--- src/rtl/uart_tx_arb.sv ---
// Two-requester round-robin arbiter that feeds bytes to a UART transmitter.
// The winning byte is latched, presented on tx_data, and written with a
// tx_wr strobe. The arbiter then follows tx_busy to track the frame and
// pulses ack (plus err on a start timeout) when the frame completes or fails.
module uart_tx_arb #(
    parameter int START_TO   = 15,
    parameter int STROBE_LEN = 2
) (
    input  logic        clk,
    input  logic        rst_n,
    input  logic        req0,
    input  logic        req1,
    input  logic [7:0]  data0,
    input  logic [7:0]  data1,
    output logic        ack0,
    output logic        ack1,
    output logic        err,
    output logic [7:0]  tx_data,
    output logic        tx_wr,
    input  logic        tx_busy,
    output logic [15:0] frame_cnt,
    output logic        grant
);

    // One counter is shared by the strobe-width and start-timeout phases.
    localparam int CNT_MAX = (START_TO > STROBE_LEN) ? START_TO : STROBE_LEN;
    localparam int CNT_W   = $clog2(CNT_MAX + 1);

    typedef enum logic [2:0] {
        IDLE,
        LOAD,
        STROBE,
        WAIT_BUSY,
        WAIT_DONE,
        DONE
    } state_t;

    state_t             state_q, state_d;
    logic [CNT_W-1:0]   cnt_q, cnt_d;
    logic               tx_wr_q, tx_wr_d;
    logic [7:0]         tx_data_q, tx_data_d;
    logic               ack0_q, ack0_d;
    logic               ack1_q, ack1_d;
    logic               err_q, err_d;
    logic [15:0]        frame_cnt_q, frame_cnt_d;
    logic               grant_q, grant_d;
    logic               winner;

    // Round-robin pick: on a tie the requester not served last wins.
    always_comb begin
        if (req0 && req1) begin
            winner = ~grant_q;
        end else begin
            winner = req1;
        end
    end

    // Next-state and next-output logic; every output is registered.
    always_comb begin
        state_d     = state_q;
        cnt_d       = cnt_q;
        tx_wr_d     = tx_wr_q;
        tx_data_d   = tx_data_q;
        ack0_d      = 1'b0;
        ack1_d      = 1'b0;
        err_d       = 1'b0;
        frame_cnt_d = frame_cnt_q;
        grant_d     = grant_q;

        case (state_q)
            IDLE: begin
                // The line may be owned by someone else; only grant when free.
                if (!tx_busy && (req0 || req1)) begin
                    grant_d   = winner;
                    tx_data_d = winner ? data1 : data0;
                    state_d   = LOAD;
                end
            end
            LOAD: begin
                // tx_wr has been low for this whole cycle; raise it next.
                tx_wr_d = 1'b1;
                cnt_d   = '0;
                state_d = STROBE;
            end
            STROBE: begin
                if (cnt_q == CNT_W'(STROBE_LEN - 1)) begin
                    tx_wr_d = 1'b0;
                    cnt_d   = '0;
                    state_d = WAIT_BUSY;
                end else begin
                    cnt_d = cnt_q + 1'b1;
                end
            end
            WAIT_BUSY: begin
                if (tx_busy) begin
                    state_d = WAIT_DONE;
                end else if (cnt_q == CNT_W'(START_TO - 1)) begin
                    // Transmitter never started: fail the frame, no count.
                    err_d   = 1'b1;
                    ack0_d  = ~grant_q;
                    ack1_d  = grant_q;
                    state_d = DONE;
                end else begin
                    cnt_d = cnt_q + 1'b1;
                end
            end
            WAIT_DONE: begin
                // No timeout here: a frame may legitimately take a long time.
                if (!tx_busy) begin
                    ack0_d      = ~grant_q;
                    ack1_d      = grant_q;
                    frame_cnt_d = frame_cnt_q + 16'd1;
                    state_d     = DONE;
                end
            end
            DONE: begin
                state_d = IDLE;
            end
            default: begin
                state_d = IDLE;
            end
        endcase
    end

    // State and output registers; reset drops any frame in flight.
    always_ff @(posedge clk or negedge rst_n) begin
        if (!rst_n) begin
            state_q     <= IDLE;
            cnt_q       <= '0;
            tx_wr_q     <= 1'b0;
            tx_data_q   <= 8'h00;
            ack0_q      <= 1'b0;
            ack1_q      <= 1'b0;
            err_q       <= 1'b0;
            frame_cnt_q <= 16'h0000;
            grant_q     <= 1'b1;
        end else begin
            state_q     <= state_d;
            cnt_q       <= cnt_d;
            tx_wr_q     <= tx_wr_d;
            tx_data_q   <= tx_data_d;
            ack0_q      <= ack0_d;
            ack1_q      <= ack1_d;
            err_q       <= err_d;
            frame_cnt_q <= frame_cnt_d;
            grant_q     <= grant_d;
        end
    end

    assign tx_wr     = tx_wr_q;
    assign tx_data   = tx_data_q;
    assign ack0      = ack0_q;
    assign ack1      = ack1_q;
    assign err       = err_q;
    assign frame_cnt = frame_cnt_q;
    assign grant     = grant_q;

endmodule

--- config.mk ---
export PLATFORM = sky130hd
export DESIGN_NAME = uart_tx_arb
export DESIGN_NICKNAME = d
export VERILOG_FILES = /design/src/rtl/uart_tx_arb.sv
export SDC_FILE = /design/constraint.sdc
export NUM_CORES = 1
export LEC_CHECK = 0
export CELL_PAD_IN_SITES_DETAIL_PLACEMENT = 1
export CELL_PAD_IN_SITES_GLOBAL_PLACEMENT = 2
export CORE_ASPECT_RATIO = 1.5
export CORE_MARGIN = 2
export CORE_UTILIZATION = 29
export CTS_CLUSTER_DIAMETER = 100
export CTS_CLUSTER_SIZE = 25
export DETAILED_ROUTE_END_ITERATION = 16
export PLACE_DENSITY_LB_ADDON = 0.1
export SYNTH_ARGS = -nofsm -noshare
export SYNTH_HDL_FRONTEND = slang
export SYNTH_SLANG_ARGS = --single-unit
--- constraint.sdc ---
create_clock -name clk -period 2.15 [get_ports clk]
set_input_delay 0.43 -clock clk [delete_from_list [all_inputs] [get_ports clk]]
set_output_delay 0.43 -clock clk [all_outputs]
set_load 0.02 [all_outputs]
# [Yosys cells after proc, flatten, opt, wreduce, memory -nomap -nowiden]
# Cells that the tools add are included.
[word_totals] regBits=36 inputBits=21 output_inout_bits=29 word_cells=62
[classes] addsub=2 n_eq_ne=12 mux=25 n_bitwise=2 n_reduce_logical=12
[ops] cell="16-bit by 1-bit adder with 16-bit output (second input constant)" n=1
[ops] cell="3-bit two-way mux" n=5
[ops] cell="3-bit one-hot mux with 5 select lines" n=1
[ops] cell="4-bit two-way mux" n=3
[ops] cell="4-bit one-hot mux with 3 select lines" n=1
[ops] cell="1-bit two-way mux" n=11
[ops] cell="2-bit inequality test (second input constant)" n=5
[ops] cell="8-bit two-way mux" n=1
[ops] cell="3-bit by 2-bit == test with 1-bit output (second input constant)" n=2
[ops] cell="1-bit one-hot mux with 2 select lines" n=3
[ops] cell="2-bit AND reduction" n=3
[ops] cell="4-bit by 1-bit adder with 4-bit output (second input constant)" n=1
[ops] cell="4-bit by 1-bit == test with 1-bit output (second input constant)" n=1
[ops] cell="4-bit == test (second input constant)" n=1
[ops] cell="4-bit AND reduction" n=1
[ops] cell="3-bit by 1-bit == test with 1-bit output (second input constant)" n=1
[ops] cell="3-bit == test (second input constant)" n=1
[ops] cell="3-bit logical NOT" n=1
[ops] cell="3-bit inequality test (second input constant)" n=1
[ops] cell="3-bit AND reduction" n=1
[ops] cell="3-bit nonzero test" n=1
[ops] cell="1-bit logical AND" n=2
[ops] cell="1-bit NOT" n=2
[ops] cell="2-bit nonzero test" n=1
[ops] cell="other kinds (2)" n=2

# [Depth between registers and ports, before layout]
[logic_depth] depth_word=4 ltp_mapped=6 depth_no_buf=6

# [Worst setup path before layout]
# Ideal clock, no wire load.
[synth_timing] path_kind="input port to flip-flop" startpoint="in tx_busy" endpoint="reg frame_cnt_q[12] (netlist: frame_cnt[12])" arrival_time_ps=1498 required_ps=2021 setup_slack_ps=523 path_stages=5 path_buffers=1 path_cell_list="clkbuf_2 -> nor4b_4 -> and4_1 -> nand4_1 -> xnor2_1"
[synth_via] elab_chain_cells=2
[synth_rtl] item="from (decl)" line_no="20" source="input logic tx_busy,"
[synth_rtl] item="1-bit NOT (no line)"
[synth_rtl] item="2-bit AND reduction (no line)"
[synth_rtl] item="to (signal assigned)" line_no="145" source="frame_cnt_q <= frame_cnt_d;"
[synth_rtl] item="to (decl)" line_no="45" source="logic [15:0] frame_cnt_q, frame_cnt_d;"
# No other way between the ends.
# A chain may end at the register's enable or synchronous reset.

# [Final worst setup path]
[layout_timing] startpoint="reg grant_q (netlist: grant)" endpoint="out grant"
[layout_rtl] item="from (decl)" line_no="46" source="logic grant_q, grant_d;"
[layout_rtl] item="from (signal assigned)" line_no="146" source="grant_q <= grant_d;"
[layout_rtl] item="to (decl)" line_no="22" source="output logic grant"
# No word-level cell between the ends.

==> impl_metrics.env <==
export IMPL_status="finished, final reports clean"
export IMPL_ys_dominant_reg_cell="dfrtp_1"
export IMPL_first_pass_iters=4
export IMPL_p_int_mw=1.74
export IMPL_cts_sinks=36
export IMPL_hold_viol=0
export IMPL_clockRootBuffer="clkbuf_8"
export IMPL_row_count=35
export IMPL_drive_gt1_share_pct=11.3
export IMPL_rsz0062_at_grt="false"
export IMPL_grt_use_total_pct=14.8
export IMPL_final_antenna_net_count=0
export IMPL_yosys_area_top_type="dfrtp_1"
export IMPL_critical_path_max_fanout=4
export IMPL_clk_latency_ns=0.29
export IMPL_drv_cap=0
export IMPL_timing_final_crit_share_pct=88.3
export IMPL_fin_skew_ns=0.00387
export IMPL_worst_pin_slew_ns=0.475
export IMPL_syn_instance_count=165
export IMPL_syn_area_per_cell_um2=10.8
export IMPL_clockBufferDepth=2
export IMPL_postCtsSetupBuffers=0
export IMPL_clock_power_share_pct=24.5
export IMPL_setup_slack_ns=0.252
export IMPL_grt_antenna_before_repair=0
export IMPL_wl_per_cell_um=15.2
export IMPL_grt_pass1_vias=1592
export IMPL_drc=0
export IMPL_slowest_delay_ns=0.61
export IMPL_netlist_area_um2=1780
export IMPL_period_needed_ns=1.90
export IMPL_rr_worst_depth=6
export IMPL_p_per_area_nw_per_um2=1080
export IMPL_hpwlAfterDp_mm=3.39
export IMPL_stdcell_count=295
export IMPL_power_frac_seq_pct=38.6
export IMPL_cp_slowest_cell="clkdlybuf4s50_1"
export IMPL_hp_start="frame_cnt[15]"
export IMPL_finalSetupViolCount=0
export IMPL_slew_headroom_pct=68.3
export IMPL_max_freq_mhz=527
export IMPL_wl_mm=4.47
export IMPL_cts_tree="yes"
export IMPL_ys_ff_latch=36
export IMPL_yosys_top_cells_area="dfrtp_1 49%, mux2i_1 4.5%, nor2_1 4.0%, xor2_1 3.9%, xnor2_1 3.4%"
export IMPL_drt_initial_drc_count=19
export IMPL_cts_made_buffers=5
export IMPL_gp_congestion=0.706
export IMPL_io_pins=50
export IMPL_crit_family="buffers and inverters"
export IMPL_via_per_inst=4.90
export IMPL_rrSetupSlack_ns=0.38
export IMPL_grt_max_degree=37
export IMPL_place_ws_ns=0.0733
export IMPL_area_growth_pct=40.4
export IMPL_ys_seq_area_share_pct=50.7
export IMPL_path_cells="clkdlybuf4s50_1"
export IMPL_diodes=0
export IMPL_whs_path_depth=1
export IMPL_cts_hold_buf=0
export IMPL_grt_first_pass_wirelength_mm=7.58
export IMPL_yosys_warnings=0
export IMPL_switching_power_mw=0.970
export IMPL_postSynth_asyncResetShare_pct=100
export IMPL_min_to="frame_cnt[15]"
export IMPL_swShare_pct=35.8
export IMPL_synth_edff_count=0
export IMPL_synth_top_cell_area_share_pct=49.2
export IMPL_critPathBufInv=1
export IMPL_syn_nets=190
export IMPL_ctsResizeCount=0
export IMPL_final_nets=245
export IMPL_drv_slew=0
export IMPL_comb_power_share_pct=36.8
export IMPL_hp_class="reg2reg"
export IMPL_start_kind="register"
export IMPL_p_leak_nw=1.08
export IMPL_die_w_um=68.0
export IMPL_die_area_um2=6800
export IMPL_fillCellCount=705
export IMPL_io_buffers=49
export IMPL_arrival_ns=1.47
export IMPL_ys_types=41
export IMPL_dieHeight_um=100
export IMPL_ir_worst_vdd_mv=0.468
export IMPL_cp_data_required_time_ns=1.72
export IMPL_reg2reg_to="cnt_q[3]"
export IMPL_cp_end_kind="output port"
export IMPL_fin_tns_setup_ns=0
export IMPL_worstSetupPathType="reg2out"
export IMPL_vias=1446
export IMPL_h_tree_depth=2
export IMPL_globalRouteOverflowTotal=0
export IMPL_core_um2=6040
export IMPL_clk_pin_slew_ns=0.08
export IMPL_start_util_pct=29.5
export IMPL_timing_rr_start="cnt_q[0]"
export IMPL_placed_cells=287
-- power by group through the flow --
stage	Sequential, mW	Combinational (mW)	Clock (mW)
2_1_floorplan	1.12	0.529	0
3_3_place_gp	1.05	0.981	0
3_5_place_dp	1.06	1.01	0
4_1_cts	1.05	1.02	0.687
5_1_grt	1.08	1.12	0.719
6_report	1.05	0.997	0.665
-- synth_stat cells, types with 2 or more instances --
cell,n
nor3_1,2
a211oi_1,3
xor2_1,8
a31oi_1,2
xnor2_1,7
nor2b_1,2
mux2i_1,8
nand3b_1,2
nand4_1,3
nand3_1,3
dfrtp_1,35
buf_6,2
and4_1,4
o21ai_0,8
and2_1,3
inv_1,6
nor3_2,2
nor2_1,19
nand2_1,11
a21oi_1,11
ha_1,4
-- worst reg2reg max path, stage by stage (launching register included) --
cell	delay, ns
dfrtp_1	0.42
inv_1	0.10
ha_1	0.25
a31o_2	0.27
a211oi_1	0.38
nand4_1	0.13
o21ai_0	0.15
-- layout by cell type, fill, tap and decap left out, types with 2 or more instances in the layout --
cell / count
clkdlybuf4s50_1: 49
dfrtp_1: 35
nor2_1: 19
nand2_1: 11
a21oi_1: 11
xor2_1: 8
o21ai_0: 8
mux2i_1: 8
xnor2_1: 7
clkbuf_8: 7
inv_1: 6
buf_4: 5
and4_1: 4
ha_1: 4
nand4_1: 3
a211oi_1: 3
and2_1: 3
nand3_1: 3
a31oi_1: 2
nor2b_1: 2
nor3_1: 2
nand3b_1: 2
nor3_2: 2
-- final cells by class --
class,instances,area (um2),area share (%)
repair buffers,55,548,21.9
multi-input cells,116,808,32.3
clock inverters,1,30.0,1.20
clock buffers,7,96.3,3.85
inverters,6,22.5,0.901
flip-flops and latches,36,902,36.1
well taps,74,92.6,3.70
-- metrics by stage --
step           utilization, %  cell area, um2  power (mW)  hold slack (ns)
6_report                 41.4            2500        2.71            0.472
5_1_grt                  41.4            2500        2.92            0.507
4_1_cts                  41.4            2500        2.75            0.482
3_5_place_dp             39.3            2370        2.07            0.472
3_3_place_gp             39.3            2370        2.03            0.460
2_1_floorplan               -            1780        1.65            0.134
-- worst max-delay path by stage --
stage | cells after the start | start | end
after floorplan | 5 | tx_busy | frame_cnt[12]
after global placement | 6 | tx_busy | cnt_q[3]
after detailed placement | 5 | tx_busy | frame_cnt[13]
after CTS | 1 | grant | grant
final | 1 | grant | grant
after global routing | 6 | cnt_q[0] | cnt_q[3]
-- cells by family after synthesis --
logic type / Yosys count / synth area share, %
AO/OA/AOI/OAI: 29 / 9.56
XOR/XNOR: 15 / 7.38
adder cells (fa/ha/maj): 4 / 2.81
buffers and inverters: 13 / 3.93
flip-flops: 36 / 50.7
multiplexers: 9 / 5.13
AND/OR/NAND/NOR: 59 / 20.5
-- per-layer routing --
metal	wire length, um	GRT usage, %	share of wire [%]	vias up
met4	93	6.92	2.1	0
met5	0	0	0	-
li1	-	-	-	677
met3	287	3.59	6.4	7
met2	2390	26.2	53	48
met1	1710	15.9	38	714
-- state kept, by name, summed over array words and instances (netlist names) --
register and count:
grant 1, frame_cnt 16, cnt_q 4, state_q 3, tx_wr 1, tx_data 8, err 1, ack0 1
ack1 1
Note: power is estimated with default switching activity, not from simulation.
